==> src/rtl/tone_pkg.sv <==
// rtl/tone_pkg.sv - shared note codes, nominal half-periods and FSM states for the buzzer tone path
package tone_pkg;

    localparam int CNT_W       = 22;
    localparam int HALF_LA_NOM = 56_819;
    localparam int HALF_DO_NOM = 95_556;

    // NOTE_NONE doubles as the "other" classification of a measured half-period
    typedef enum logic [1:0] {
        NOTE_NONE = 2'b00,
        NOTE_LA   = 2'b01,
        NOTE_DO   = 2'b10
    } note_t;

    typedef enum logic [1:0] {
        ST_IDLE  = 2'b00,
        ST_ARM   = 2'b01,
        ST_TRACK = 2'b10
    } state_t;

endpackage

==> src/rtl/tone_classifier.sv <==
// rtl/tone_classifier.sv - combinational half-period classifier: LA, DO or other (NOTE_NONE)
module tone_classifier
    import tone_pkg::*;
#(
    parameter int HALF_LA = HALF_LA_NOM,
    parameter int HALF_DO = HALF_DO_NOM,
    parameter int TOL     = 2_048
) (
    input  logic [CNT_W-1:0] i_m,
    output note_t            o_class
);

    localparam int W1 = CNT_W + 1;
    localparam logic signed [W1-1:0] LA_S  = W1'(HALF_LA);
    localparam logic signed [W1-1:0] DO_S  = W1'(HALF_DO);
    localparam logic        [W1-1:0] TOL_U = W1'(TOL);

    logic signed [W1-1:0] w_d_la;
    logic signed [W1-1:0] w_d_do;
    logic        [W1-1:0] w_a_la;
    logic        [W1-1:0] w_a_do;

    always_comb begin
        // one extra bit keeps the difference signed without wrap
        w_d_la  = $signed({1'b0, i_m}) - LA_S;
        w_d_do  = $signed({1'b0, i_m}) - DO_S;
        w_a_la  = w_d_la[W1-1] ? $unsigned(-w_d_la) : $unsigned(w_d_la);
        w_a_do  = w_d_do[W1-1] ? $unsigned(-w_d_do) : $unsigned(w_d_do);
        o_class = NOTE_NONE;
        if (w_a_la <= TOL_U) begin
            o_class = NOTE_LA;
        end else if (w_a_do <= TOL_U) begin
            o_class = NOTE_DO;
        end
    end

endmodule

==> src/rtl/tone_decoder.sv <==
// rtl/tone_decoder.sv - buzzer tone half-period decoder; TONE_DEC_GLITCH_EN adds a 3-sample input filter
module tone_decoder
    import tone_pkg::*;
#(
    parameter int HALF_LA = HALF_LA_NOM,
    parameter int HALF_DO = HALF_DO_NOM,
    parameter int TOL     = 2_048,
    parameter int CONFIRM = 4,
    parameter int TIMEOUT = 2_500_000
) (
    input  logic             i_clk,
    input  logic             i_rst_n,
    input  logic             i_tone_in,
    output logic [1:0]       o_note,
    output logic             o_note_valid,
    output logic             o_locked,
    output logic [CNT_W-1:0] o_half_period
);

    localparam int MW = $clog2(CONFIRM + 1);
    localparam logic [MW-1:0]    CONF_M    = MW'(CONFIRM);
    localparam logic [MW-1:0]    ONE_M     = MW'(1);
    localparam logic [CNT_W-1:0] TIMEOUT_C = CNT_W'(TIMEOUT);

    logic             r_sync1;
    logic             r_sync2;
    logic             w_edge;
    logic             w_timeout;
    logic [CNT_W-1:0] r_cnt;
    logic [CNT_W-1:0] r_half;
    state_t           r_state, w_state;
    note_t            r_cand, w_cand;
    note_t            r_note, w_note;
    logic [MW-1:0]    r_match, w_match;
    logic             r_valid, w_valid;
    logic             r_locked;
    note_t            w_class;

    always_ff @(posedge i_clk or negedge i_rst_n) begin
        if (!i_rst_n) begin
            r_sync1 <= 1'b0;
            r_sync2 <= 1'b0;
        end else begin
            r_sync1 <= i_tone_in;
            r_sync2 <= r_sync1;
        end
    end

`ifdef TONE_DEC_GLITCH_EN
    logic r_h0;
    logic r_h1;
    logic r_filt;
    logic w_stable;

    // the filtered level only follows the synchronizer after three identical samples
    assign w_stable = (r_sync2 == r_h0) && (r_h0 == r_h1);
    assign w_edge   = w_stable && (r_sync2 != r_filt);

    always_ff @(posedge i_clk or negedge i_rst_n) begin
        if (!i_rst_n) begin
            r_h0   <= 1'b0;
            r_h1   <= 1'b0;
            r_filt <= 1'b0;
        end else begin
            r_h0 <= r_sync2;
            r_h1 <= r_h0;
            if (w_stable) begin
                r_filt <= r_sync2;
            end
        end
    end
`else
    logic r_prev;

    assign w_edge = r_sync2 ^ r_prev;

    always_ff @(posedge i_clk or negedge i_rst_n) begin
        if (!i_rst_n) begin
            r_prev <= 1'b0;
        end else begin
            r_prev <= r_sync2;
        end
    end
`endif

    always_ff @(posedge i_clk or negedge i_rst_n) begin
        if (!i_rst_n) begin
            r_cnt  <= '0;
            r_half <= '0;
        end else if (w_edge) begin
            r_half <= r_cnt;
            r_cnt  <= CNT_W'(1);
        end else if (r_cnt != {CNT_W{1'b1}}) begin
            r_cnt <= r_cnt + CNT_W'(1);
        end
    end

    tone_classifier #(
        .HALF_LA (HALF_LA),
        .HALF_DO (HALF_DO),
        .TOL     (TOL)
    ) u_classifier (
        .i_m     (r_cnt),
        .o_class (w_class)
    );

    assign w_timeout = (r_cnt == TIMEOUT_C);

    always_comb begin
        w_state = r_state;
        w_cand  = r_cand;
        w_match = r_match;
        w_note  = r_note;
        w_valid = 1'b0;
        if (w_edge) begin
            // an edge takes priority over a coincident timeout
            case (r_state)
                ST_IDLE: begin
                    w_state = ST_ARM;
                end
                ST_ARM: begin
                    w_state = ST_TRACK;
                    w_cand  = w_class;
                    w_match = ONE_M;
                end
                default: begin
                    if (w_class == r_cand) begin
                        w_match = (r_match >= CONF_M) ? CONF_M : r_match + ONE_M;
                    end else begin
                        w_cand  = w_class;
                        w_match = ONE_M;
                    end
                end
            endcase
            if (r_state != ST_IDLE && w_match == CONF_M) begin
                if (w_cand != NOTE_NONE && w_cand != r_note) begin
                    w_note  = w_cand;
                    w_valid = 1'b1;
                end else if (w_cand == NOTE_NONE && r_note != NOTE_NONE) begin
                    w_note  = NOTE_NONE;
                    w_valid = 1'b1;
                end
            end
        end else if (w_timeout) begin
            w_state = ST_IDLE;
            w_match = '0;
            if (r_note != NOTE_NONE) begin
                w_note  = NOTE_NONE;
                w_valid = 1'b1;
            end
        end
    end

    always_ff @(posedge i_clk or negedge i_rst_n) begin
        if (!i_rst_n) begin
            r_state  <= ST_IDLE;
            r_cand   <= NOTE_NONE;
            r_match  <= '0;
            r_note   <= NOTE_NONE;
            r_valid  <= 1'b0;
            r_locked <= 1'b0;
        end else begin
            r_state  <= w_state;
            r_cand   <= w_cand;
            r_match  <= w_match;
            r_note   <= w_note;
            r_valid  <= w_valid;
            r_locked <= (w_note != NOTE_NONE);
        end
    end

    assign o_note        = r_note;
    assign o_note_valid  = r_valid;
    assign o_locked      = r_locked;
    assign o_half_period = r_half;

endmodule

==> config.mk <==
export PLATFORM = sky130hd
export DESIGN_NAME = tone_decoder
export DESIGN_NICKNAME = d
export VERILOG_FILES = /design/src/rtl/tone_pkg.sv /design/src/rtl/tone_classifier.sv /design/src/rtl/tone_decoder.sv
export SDC_FILE = /design/constraint.sdc
export NUM_CORES = 1
export LEC_CHECK = 0
export ABC_AREA = 1
export BUFFER_PORTS_ARGS = -buffer_cell sky130_fd_sc_hd__buf_2
export CELL_PAD_IN_SITES_DETAIL_PLACEMENT = 0
export CELL_PAD_IN_SITES_GLOBAL_PLACEMENT = 1
export CORE_MARGIN = 3
export CORE_UTILIZATION = 43
export CTS_BUF_LIST = sky130_fd_sc_hd__clkbuf_2
export CTS_CLUSTER_DIAMETER = 40
export DETAILED_ROUTE_END_ITERATION = 16
export HOLD_SLACK_MARGIN = 0.03
export PLACE_DENSITY_LB_ADDON = 0.1
export SETUP_SLACK_MARGIN = 0.2
export SYNTH_ARGS = -nofsm -noshare
export SYNTH_HDL_FRONTEND = slang
export SYNTH_HIERARCHICAL = 1
export SYNTH_SLANG_ARGS = --single-unit
==> constraint.sdc <==
create_clock -name i_clk -period 4.8 [get_ports i_clk]
set_clock_uncertainty 0.2 [all_clocks]
set_input_delay 1.44 -clock i_clk [delete_from_list [all_inputs] [get_ports i_clk]]
set_output_delay 1.44 -clock i_clk [all_outputs]
set_load 0.01 [all_outputs]
# ---- Yosys cells after proc, flatten, opt, wreduce, memory -nomap -nowiden
# Cells that the tools add are included.
dict set report totals {
  reg_bits 58
  word_cells 70
}
dict set report op_classes {
  n_addsub 6
  order_cmp 3
  n_eq_ne 7
  n_mux 30
  bitwise_logic 1
  n_reduce_logical 12
}
# operator count
set op_table {}
lappend op_table {{<= comparator 23 x 12 -> 1 bit (second input constant)} 2}
lappend op_table {{two-way mux 23 bit} 2}
lappend op_table {{negator 23 bit} 2}
lappend op_table {{two-way mux 22 bit} 2}
lappend op_table {{two-way mux 2 bit} 12}
lappend op_table {{subtractor 22 x 16 -> 23 bit (second input constant)} 1}
lappend op_table {{subtractor 22 x 17 -> 23 bit (second input constant)} 1}
lappend op_table {{adder 22 x 1 -> 22 bit (second input constant)} 1}
lappend op_table {{equality test 22 bit (second input constant)} 1}
lappend op_table {{inequality test 22 bit (second input constant)} 1}
lappend op_table {{two-way mux 3 bit} 5}
lappend op_table {{nonzero test 2 bit} 6}
lappend op_table {{case mux 2 bit (2 select lines)} 2}
lappend op_table {{two-way mux 1 bit} 6}
lappend op_table {{case mux 3 bit (2 select lines)} 1}
lappend op_table {{logical NOT 2 bit} 2}
lappend op_table {{adder 3 x 1 -> 3 bit (second input constant)} 1}
lappend op_table {{equality test 3 bit (second input constant)} 1}
lappend op_table {{greater-or-equal comparator 3 bit (second input constant)} 1}
lappend op_table {{logical AND 1 bit} 3}
lappend op_table {{inequality test 3 x 1 -> 1 bit (second input constant)} 1}
lappend op_table {{equality test 2 x 1 -> 1 bit (second input constant)} 1}
lappend op_table {{equality test 2 bit} 1}
lappend op_table {{inequality test 2 bit} 1}
lappend op_table {{other kinds (2)} 2}

# ---- Longest topological paths before layout
# Gate-level depths: netlist (run 1).
dict set report depth {
  ltp_word 17
  ltp_mapped 28
  ltp_nobuf 28
}

# ---- Modules after synthesis
# Netlist (run 1), hierarchy kept.
# mod n_inst cells_each area_each_um2
set by_module_without_submodules {}
lappend by_module_without_submodules {tone_decoder 1 351 2900.3}
lappend by_module_without_submodules {tone_classifier 1 519 2501.1}

# ---- Worst setup path before layout (run 1)
# No wires, ideal clock.
dict set report synth_path {
  path_type {flip-flop to flip-flop}
  start {register r_cnt[2]}
  end {register r_locked, in the netlist o_locked}
  setup_ps 118
  arrival_time_ps 2870
  required_time_ps 4482
  slack_ps 1612
  path_stages_with_launch 21
  n_path_buf 1
  synth_period_minus_slack_ps 3188
  cell_sequence {dfrtp_1 > inv_1 > ha_1 > nand2_1 > a21oi_4 > nand2_1 > nand2_2 > a21oi_4 > buf_4 > or2_2 > a21oi_1 > nand3_1 > nor2_1 > xnor2_1 > nand3_1 > nand2_1 > nand3_1 > nand2_1 > nand2_1 > nand2_1 > nand2_1}
}
dict set report synth_via {
  word_cells_on_any_way 31
  cone_classes {add/sub: 4; order compare: 2; eq/ne: 4; mux: 15; reduce/logical: 6}
}
# element line
set synth_rtl {}
lappend synth_rtl {{from (decl)} tone_decoder.sv:29} ;# logic [CNT_W-1:0] r_cnt;
lappend synth_rtl {{from (signal assigned)} tone_decoder.sv:94} ;# r_cnt <= r_cnt + CNT_W'(1);
lappend synth_rtl {{subtractor 22 x 16 -> 23 bit *} tone_classifier.sv:25} ;# w_d_la = $signed({1'b0, i_m}) - LA_S;
lappend synth_rtl {{negator 23 bit} tone_classifier.sv:27} ;# w_a_la = w_d_la[W1-1] ? $unsigned(-w_d_la) : $unsigned(w_d_la);
lappend synth_rtl {{two-way mux 23 bit *} tone_classifier.sv:27}
lappend synth_rtl {{<= comparator 23 x 12 -> 1 bit *} tone_classifier.sv:30} ;# if (w_a_la <= TOL_U) begin
lappend synth_rtl {{two-way mux 2 bit *} tone_classifier.sv:30}
lappend synth_rtl {{named net w_class[0]} tone_decoder.sv:37} ;# note_t w_class;
lappend synth_rtl {{equality test 2 bit} tone_decoder.sv:127} ;# if (w_class == r_cand) begin
lappend synth_rtl {{two-way mux 2 bit} tone_decoder.sv:127}
lappend synth_rtl {{case mux 2 bit (2 select lines)} tone_decoder.sv:117} ;# case (r_state)
lappend synth_rtl {{two-way mux 2 bit} tone_decoder.sv:115} ;# if (w_edge) begin
lappend synth_rtl {{logical NOT 2 bit} tone_decoder.sv:139} ;# end else if (w_cand == NOTE_NONE && r_note != NOTE_NONE) begin
lappend synth_rtl {{logical AND 1 bit} tone_decoder.sv:139}
lappend synth_rtl {{two-way mux 2 bit} tone_decoder.sv:139}
lappend synth_rtl {{two-way mux 2 bit} tone_decoder.sv:136} ;# if (w_cand != NOTE_NONE && w_cand != r_note) begin
lappend synth_rtl {{two-way mux 2 bit *} tone_decoder.sv:135} ;# if (r_state != ST_IDLE && w_match == CONF_M) begin
lappend synth_rtl {{two-way mux 2 bit *} tone_decoder.sv:115}
lappend synth_rtl {{nonzero test 2 bit *} tone_decoder.sv:168} ;# r_locked <= (w_note != NOTE_NONE);
lappend synth_rtl {{to (signal assigned)} tone_decoder.sv:168}
lappend synth_rtl {{to (decl)} tone_decoder.sv:36} ;# logic r_locked;
# Mark *: on every way through the listed nets, which the timed path passes. The rest lies on a longest branch. The select of a mux whose other input is x is not followed.
# A chain may end at the register's enable or synchronous reset.

# ---- Worst setup path after layout (run 1)
dict set report layout_path {
  start {register r_cnt[7]}
  end {register r_locked, in the netlist o_locked}
}
dict set report layout_via {
  elab_chain_cells 17
  word_cells_on_any_way 31
  cone_classes {add/sub: 4; order compare: 2; eq/ne: 4; mux: 15; reduce/logical: 6}
}
# element line
set layout_lines {}
lappend layout_lines {{subtractor 22 x 17 -> 23 bit} tone_classifier.sv:26} ;# w_d_do = $signed({1'b0, i_m}) - DO_S;
lappend layout_lines {{negator 23 bit} tone_classifier.sv:28} ;# w_a_do = w_d_do[W1-1] ? $unsigned(-w_d_do) : $unsigned(w_d_do);
lappend layout_lines {{two-way mux 23 bit} tone_classifier.sv:28}
lappend layout_lines {{<= comparator 23 x 12 -> 1 bit} tone_classifier.sv:32} ;# end else if (w_a_do <= TOL_U) begin
lappend layout_lines {{two-way mux 2 bit} tone_classifier.sv:32}
lappend layout_lines {{two-way mux 2 bit *} tone_classifier.sv:30}
lappend layout_lines {{named net w_class[1]} tone_decoder.sv:37}
lappend layout_lines {{equality test 2 bit} tone_decoder.sv:127}
lappend layout_lines {{[2 not listed]} --}
lappend layout_lines {{two-way mux 2 bit} tone_decoder.sv:115}
lappend layout_lines {{logical NOT 2 bit} tone_decoder.sv:139}
lappend layout_lines {{logical AND 1 bit} tone_decoder.sv:139}
lappend layout_lines {{two-way mux 2 bit} tone_decoder.sv:139}
lappend layout_lines {{two-way mux 2 bit} tone_decoder.sv:136}
lappend layout_lines {{two-way mux 2 bit *} tone_decoder.sv:135}
lappend layout_lines {{two-way mux 2 bit *} tone_decoder.sv:115}
lappend layout_lines {{nonzero test 2 bit *} tone_decoder.sv:168}
# Marks and branches as above.

==> results of run 1 <==
==> final timing paths <==
check	startpoint	end	slack, ns	cells past startpoint
worst max register to register	r_cnt[7]	o_locked	0.84	25
min in group asynchronous	i_rst_n	r_match[1]	0.84	1
worst min-delay path	r_sync1	r_sync2	0.17	0
worst min register to register	r_sync1	r_sync2	0.17	0
worst max-delay path	r_cnt[7]	o_locked	0.84	25
max in group asynchronous	i_rst_n	r_cnt[13]	2.74	2
==> metal layers <==
metal  track usage [%]  routed length [um]
met5                 0                   0
met4              9.16                 448
met3              2.45                 822
met2              38.6                7670
met1              31.3                7270
==> cells in the mapped netlist (all sizes together), types with 4 or more instances <==
cell type	count	share of area, %
inv	111	7.7
dfrtp	58	27
buf	15	1.7
nor2	97	8.0
xnor2	4	0.65
nand2	295	21
nand3	105	10
nand4	23	2.7
clkbuf	5	0.35
ha	10	2.3
o21ai	55	5.2
xor2	29	5.0
a31oi	7	0.81
nor3	20	2.6
a21oi	18	2.3
==> critical path, delay by kind of cell, from the launching register on <==
kind	cells	cell delay (ns)
DFF	1	0.69
and+or+nand+nor	23	2.83
buffers and inverters	2	0.14
==> cells in the final DEF (no fill, tap or decap), types with 15 or more instances in the layout <==
| cell | instances |
|---|---|
| o21ai_0 | 45 |
| nand3_1 | 102 |
| dfrtp_1 | 58 |
| nor2_1 | 84 |
| inv_1 | 99 |
| nand4_1 | 23 |
| xor2_1 | 28 |
| buf_2 | 28 |
| a21oi_1 | 15 |
| nand2_1 | 279 |
==> sequential cells by signal, summed over array words and instances, names as in the netlist <==
| signal | count |
|---|---|
| o_locked | 1 |
| r_sync1 | 1 |
| r_cnt | 22 |
| r_state | 2 |
| r_sync2 | 1 |
| o_note | 2 |
| r_match | 3 |
| o_note_valid | 1 |
| r_cand | 2 |
| o_half_period | 22 |
| r_prev | 1 |
==> per-stage QoR <==
step	instances	hold WS, ns	setup slack [ns]	util, %
after floorplan	870	0.131	1.61	-
after global placement	1050	0.159	0.957	46.6
final	1066	0.171	0.837	47.5
after CTS	1066	0.176	0.869	47.5
after detailed placement	1050	0.140	0.926	46.6
after global routing	1066	0.191	0.421	47.5
==> cell families after synthesis <==
kind of cell,count (synthesis)
AND/OR/NAND/NOR,547
adder cells (fa/ha/maj),10
AO/OA/AOI/OAI,89
XOR/XNOR,33
flip-flops,58
buffers and inverters,133
==> layout make-up <==
type	count	area, um2	share of cell area (%)
Timing Repair Buffer	32	170	2.95
Multi-Input combinational cell	679	3420	59.1
Tap cell	168	210	3.64
Inverter	113	424	7.34
Clock inverter	7	60.1	1.04
Clock buffer	9	45.0	0.780
Sequential cell	58	1450	25.1
==> power by group <==
group,internal (W),switching [W],total [W]
logic,0.0000924,0.000182,0.000275
clock network,0.000114,0.000178,0.000292
registers,0.000521,0.0000279,0.000549
total,0.000728,0.000388,0.00112
==> impl_metrics.yaml, run 1 <==
timing:
  tns_ns: 0
  rsz0062_at_grt: "no"
  slew_headroom_pct: 42.0
  period_minus_slack_ns: 3.96
  setup_viol: 0
  max_freq_ghz: 0.252
  drv_slew: 0
  hold_viol: 0
  tightest_slew_ns: 0.870
  min_period_over_period_pct: 82.6
setup_path:
  cp_max_fo: 10
  required_ns: 4.99
  worstSetupPathType: "reg2reg"
  critical_path.most_common_cell: "nand2_1"
  cp_slowest_cell: "dfrtp_1"
  end_kind: "flop"
  worstPathArrival_ns: 4.15
  crit_path_start_kind: "flop"
  cp_slowest_stage_delay_ns: 0.69
cts:
  htreeDepth: 3
  numClockSinks: 58
  cts_hold_buf: 0
  clkSlewWorstSetupHoldPaths_ns: 0.15
  clk_latency_ns: 0.49
  cts_max_path_buffers: 2
  cts_resized: 0
  root_buffer: "clkbuf_2"
  cts_buffers: 9
  cts_tree: "built"
  cts_setup_buffers: 0
floorplanning:
  die_area_um2: 13900
  coreArea_um2: 12200
  die_h_um: 118
  boundaryPins: 29
  die-width_um: 118
  floorplan.initialDensity_pct: 44.4
  std_cell_rows: 40
global_routing:
  antenna_found_initial: 0
  grt_pass1_wl_um: 26400
  grt_util_all_layers_pct: 23.3
  grt_max_degree: 59
  first_global_vias: 5238
  gr-total-overflow: 0
synthesis:
  synthCells: 870
  yosysWarnings: 6
  synth-edff-count: 0
  synthesis.nets: 883
  synth_cell_type_count: 40
  synthSimpleGateAreaFrac_pct: 45.7
  synth_ff_type: "dfrtp_1"
  avgSynthCellArea_um2: 6.21
  ys_async_sr_fraction_pct: 100
  yosysSeqAreaShare_pct: 26.9
  synth-compound-area-share_pct: 9.54
  synth_adder_area_share_pct: 2.32
  ys_seq_elements: 58
  synth_top_family_by_area: "simple AND/OR/NAND/NOR gates"
  synthMuxAreaShare_pct: 0
  yosys.area_share.xor_xnor_pct: 5.70
  netlist_area_um2: 5400
power:
  p_total_w: 0.00112
  ir_worst_vdd_mv: 0.248
  p_leak_nw: 3.03
  power_density_nw_per_um2: 193
placement:
  io_buffers: 28
  gp_congestion: 0.977
  placedInstanceArea_um2: 5670
  dp_hpwl_um: 12700
detailed_routing:
  drt-total-wl_um: 16200
  vias_per_cell: 5.35
  post_drt_wl_per_cell_um: 15.2
  drtIter0Drc: 501
  ant_nets: 0
  vias: 5706
  first_pass_iters: 6
  drc: 0
final_layout:
  drive_gt1_share_pct: 11.9
  syn2layout_area_growth_pct: 6.95
  fill_cells: 1296
  design_area_um2: 5780
  num_antenna_cells: 0
  nets: 906
status:
  status: "finished clean"
job:
  drv_cap: 0
worst_hold_path:
  hold_path_class: "reg2reg"
Note: power is estimated with default switching activity, not from simulation.
==> run 2: changes to the inputs <==
Clock period 4.8 ns to 4 ns, I/O delays scaled along.
==> run 2 against run 1 <==
- clock-buffer cell count up 1
- non-clock buffer count up 23
- cell count up 2.2%
- largest cell class unchanged
- wire length up 2.5%
- setup slack worse by 0.33 ns
- critical endpoint unchanged
- combinational power up 29%
- sequential power up 20%
- critical path type unchanged
- maximum frequency up 14%
- first-iteration DRC count down 24%
==> impl_metrics.yaml, run 2 (synthesized netlist as in run 1, its figures left out) <==
setup_path:
  reg2reg_from: "r_cnt[11]"
  regToRegSetupSlack_ns: 0.51
  r2r_end: "o_locked"
  end_kind: "flop"
  cp_max_fo: 13
  reg2regPathDepth: 23
  required_ns: 4.23
  setup.worst_path.start: "r_cnt[11]"
  worstPathArrival_ns: 3.72
  worstSetupPathType: "reg2reg"
  critical_path.endpoint: "o_locked"
  crit_path_start_kind: "flop"
final_layout:
  final_cells: 1089
  num_antenna_cells: 0
  nets: 930
  layout_common_cells: "nand2_1, nand3_1, inv_1"
  drive_gt1_share_pct: 17.3
  syn2layout_area_growth_pct: 11.9
  mostFrequentLayoutCell: "nand2_1"
power:
  ir_worst_vdd_mv: 0.291
  power_density_nw_per_um2: 224
  p_leak_nw: 3.13
  p_total_w: 0.00136
job:
  drv_cap: 0
floorplanning:
  std_cell_rows: 40
  die_h_um: 118
  boundaryPins: 29
  die_area_um2: 13900
  die-width_um: 118
  floorplan.initialDensity_pct: 44.4
  coreArea_um2: 12200
cts:
  cts_hold_buf: 0
  root_buffer: "clkbuf_2"
  clk_latency_ns: 0.51
  cts_max_path_buffers: 2
  numClockSinks: 58
  cts_buffers: 9
  clkSlewWorstSetupHoldPaths_ns: 0.16
  htreeDepth: 3
  cts_tree: "built"
placement:
  dp_hpwl_um: 13100
  place_inst: 1063
  place_ws_ns: 0.153
  gp_congestion: 0.974
  io_buffers: 28
timing:
  period_minus_slack_ns: 3.49
  slew_headroom_pct: 41.7
  tns_ns: 0
  min_period_over_period_pct: 87.2
  setup_viol: 0
  tightest_slew_ns: 0.875
  setup_ws_ns: 0.511
  drv_slew: 0
  max_freq_ghz: 0.287
  hold_slack_ns: 0.171
  rsz0062_at_grt: "no"
  hold_viol: 0
global_routing:
  antenna_found_initial: 0
  first_global_vias: 5277
  grt_util_all_layers_pct: 23.6
  grt_pass1_wl_um: 26700
  grt_max_degree: 55
  gr-total-overflow: 0
detailed_routing:
  drc: 0
  drtIter0Drc: 379
  vias_per_cell: 5.29
  vias: 5762
  ant_nets: 0
  first_pass_iters: 7
  drt-total-wl_um: 16600
  post_drt_wl_per_cell_um: 15.3
status:
  status: "finished clean"
worst_hold_path:
  hold_depth: 0
  hold_path_class: "reg2reg"
## run 2: cell count changes in the layout (fill, tap and decap cells not counted), moves of 2 or more
cell / delta
dfrtp_1: -11
inv_2: +2
nand2_1: -3
ha_1: -2
buf_4: +23
nor2_1: -8
nor2_2: +7
dfrtp_2: +11
nand2_2: +3
inv_1: -2
## run 2: layout make-up
type	count	area (um2)
Sequential cell	58	1470
Inverter	113	424
Multi-Input combinational cell	680	3500
Clock inverter	5	46.3
Fill cell	1335	6120
Tap cell	168	210
Timing Repair Buffer	55	343
Clock buffer	10	50.0
## run 2: where the power goes
part           internal [W]  switching, W  total [W]
Clock              0.000137      0.000207   0.000344
Combinational      0.000123      0.000233   0.000356
Sequential         0.000626     0.0000307   0.000657
## run 2: layer usage
metal  routed length (um)  vias to the layer above  track usage [%]
li1                     -                     2886                -
met1                 7540                     2660             31.9
met2                 7740                      185             38.7
met3                  797                       31             3.41
met4                  536                        0             8.28
met5                    0                        -                0
## run 2: how the worst min path moves through the flow
stage / startpoint / end / slack [ns]
2_1_floorplan: r_sync1 / r_sync2 / 0.13
6_report: r_sync1 / r_sync2 / 0.17
3_3_place_gp: r_sync1 / r_sync2 / 0.13
3_5_place_dp: r_sync1 / r_sync2 / 0.14
4_1_cts: r_sync1 / r_sync2 / 0.17
5_1_grt: r_sync1 / r_sync2 / 0.18
## run 2: metrics by stage
stage	area [um2]	util, %
after floorplan	5400	-
after global placement	5770	47.4
after detailed placement	5770	47.4
after CTS	5870	48.3
after global routing	6040	49.7
final	6040	49.7
## run 2: worst max-delay path, cell delays in order (launching register included)
cell and delay (ns):
dfrtp_2 0.54, nand2_1 0.23, nor2_1 0.10, nor2_1 0.22, nand2_2 0.16, a21oi_4 0.40
nand2_1 0.09, nand2_1 0.07, nand2_1 0.07, nor2_1 0.09, nand2_1 0.06, nor2_1 0.08
nand2_1 0.06, nand2_1 0.06, nand3_1 0.08, nor2_2 0.13, xnor2_1 0.18, nand3_1 0.13
nand2_2 0.11, nand3_1 0.08, nand2_1 0.08, nand2_1 0.06, nand2_1 0.07, nand2_1 0.05
## run 2: timing repair
| item | 4_1_cts | 5_1_grt |
|---|---|---|
| cloned | 1 | 0 |
| gates resized for setup | 0 | 33 |
| setup endpoints to repair | 3 | 8 |
| buffers inserted | 0 | 10 |
| pin swaps | 1 | 3 |
| hold endpoints to repair | 0 | 0 |
==> run 3: changes to the inputs <==
Settings changed: CORE_UTILIZATION 43 to 40, REMOVE_ABC_BUFFERS from default to 1.
==> run 3 against run 2 <==
- via count grew 1.5%
- clock-buffer cell count did not move
- setup slack got worse by 0.037 ns
- total power is 4.2% lower
- register-to-register slack worse by 0.04 ns
- clock power down 17%
- critical path depth decreased by 2
- sequential share of layout area fell by 0.34 points
- cell count rose by 1.5%
- die area up 7.1%
- largest cell class unchanged
- largest power group unchanged
==> impl_metrics.yaml, run 3 (synthesized netlist as in run 1, its figures left out) <==
status:
  status: "finished clean"
power:
  p_total_w: 0.00130
  ir_worst_vdd_mv: 0.199
  p_leak_nw: 3.18
  power_density_nw_per_um2: 213
timing:
  setup_viol: 0
  tightest_slew_ns: 0.881
  rsz0062_at_grt: "no"
  drv_slew: 0
  max_freq_ghz: 0.284
  period_minus_slack_ns: 3.53
  hold_viol: 0
  tns_ns: 0
  min_period_over_period_pct: 88.1
  slew_headroom_pct: 41.2
  hold_slack_ns: 0.177
final_layout:
  syn2layout_area_growth_pct: 12.9
  layout_common_cells: "nand2_1, nand3_1, inv_1"
  final_cells: 1105
  nets: 940
  fill_cells: 1435
  mostFrequentLayoutCell: "nand2_1"
  drive_gt1_share_pct: 17.5
cts:
  clkSlewWorstSetupHoldPaths_ns: 0.16
  cts_max_path_buffers: 2
  cts_buffers: 9
  htreeDepth: 3
  clk_latency_ns: 0.51
  numClockSinks: 58
  cts_tree: "built"
  cts_hold_buf: 0
  root_buffer: "clkbuf_2"
global_routing:
  gr-total-overflow: 0
  grt_pass1_wl_um: 27900
  first_global_vias: 5488
  antenna_found_initial: 1
  grt_max_degree: 43
  grt_util_all_layers_pct: 23.8
detailed_routing:
  post_drt_wl_per_cell_um: 15.5
  ant_nets: 0
  first_pass_iters: 5
  vias_per_cell: 5.29
  vias: 5850
  drtIter0Drc: 462
  drt-total-wl_um: 17100
  drc: 0
floorplanning:
  floorplan.initialDensity_pct: 41.8
  die_h_um: 122
  std_cell_rows: 41
  die_area_um2: 14900
  boundaryPins: 29
  coreArea_um2: 12900
  die-width_um: 122
setup_path:
  worstPathArrival_ns: 3.74
  crit_path_start_kind: "flop"
  required_ns: 4.22
  end_kind: "flop"
  cp_max_fo: 12
  worstSetupPathType: "reg2reg"
worst_hold_path:
  hold_path_class: "reg2reg"
job:
  drv_cap: 0
placement:
  dp_hpwl_um: 13400
  io_buffers: 28
  place_inst: 1077
  gp_congestion: 0.938
run 3: what timing repair did:
action / in CTS / in global routing
endpoints found under the setup margin: 3 / 8
resized for setup: 0 / 29
setup buffers: 0 / 10
gates cloned: 1 / 0
pin swaps: 1 / 7
run 3: worst max-delay path: stages (launching register included):
cell and delay (ns):
dfrtp_1 0.50, nand2_1 0.22, nor2_1 0.10, nor2_1 0.23, nand2_2 0.16, a21oi_4 0.35
buf_4 0.18, nand2_1 0.04, o21ai_1 0.07, inv_1 0.07, nand3_1 0.08, nor2_1 0.04
nand2_1 0.07, nand2_1 0.06, nand3_1 0.09, nor2_2 0.06, o21ai_0 0.46, nand3_1 0.14
nand2_1 0.09, nand2_1 0.06, nand2_1 0.07, nand2_1 0.05
run 3: metrics by stage:
stage	setup WS [ns]	cell area (um2)	utilization, %
2_1_floorplan	0.685	5290	-
3_3_place_gp	0.254	5850	45.2
3_5_place_dp	0.172	5850	45.2
4_1_cts	0.237	5930	45.9
5_1_grt	0.193	6100	47.2
6_report	0.474	6100	47.2
run 3: final cells by class:
cell class              count  area [um2]  area share, %
flip-flops and latches     58        1460           23.9
clock inverters             6        23.8          0.390
repair buffers             65         418           6.85
inverters                 113         424           6.95
clock buffers              10        50.0          0.820
multi-input cells         680        3510           57.5
diodes                      1        2.50         0.0410
well taps                 172         215           3.53
run 3: routing by layer:
metal  GRT usage (%)  vias to the layer above  part of all wire [%]
li1                -                     2910                     -
met1            32.8                     2717                    46
met2            37.5                      191                    45
met3            3.44                       32                   5.6
met4            9.94                        0                   3.4
met5               0                        -                     0
run 3: power by group:
part           internal [W]  total, W  switching (W)  leakage, nW
combinational      0.000128  0.000360       0.000232         2.35
clock             0.0000732  0.000285       0.000212       0.0533
sequential         0.000626  0.000655      0.0000289        0.772
total              0.000827   0.00130       0.000474         3.18
run 3: worst paths after layout:
kind	start	to	slack, ns	cells past startpoint
hold reg to reg	r_sync1	r_sync2	0.18	0
max in group asynchronous	i_rst_n	r_cnt[8]	2.30	2
setup reg to reg	r_cnt[12]	o_locked	0.47	21
hold / removal	r_sync1	r_sync2	0.18	0
setup / recovery	r_cnt[12]	o_locked	0.47	21
min in group asynchronous	i_rst_n	r_match[1]	0.58	1
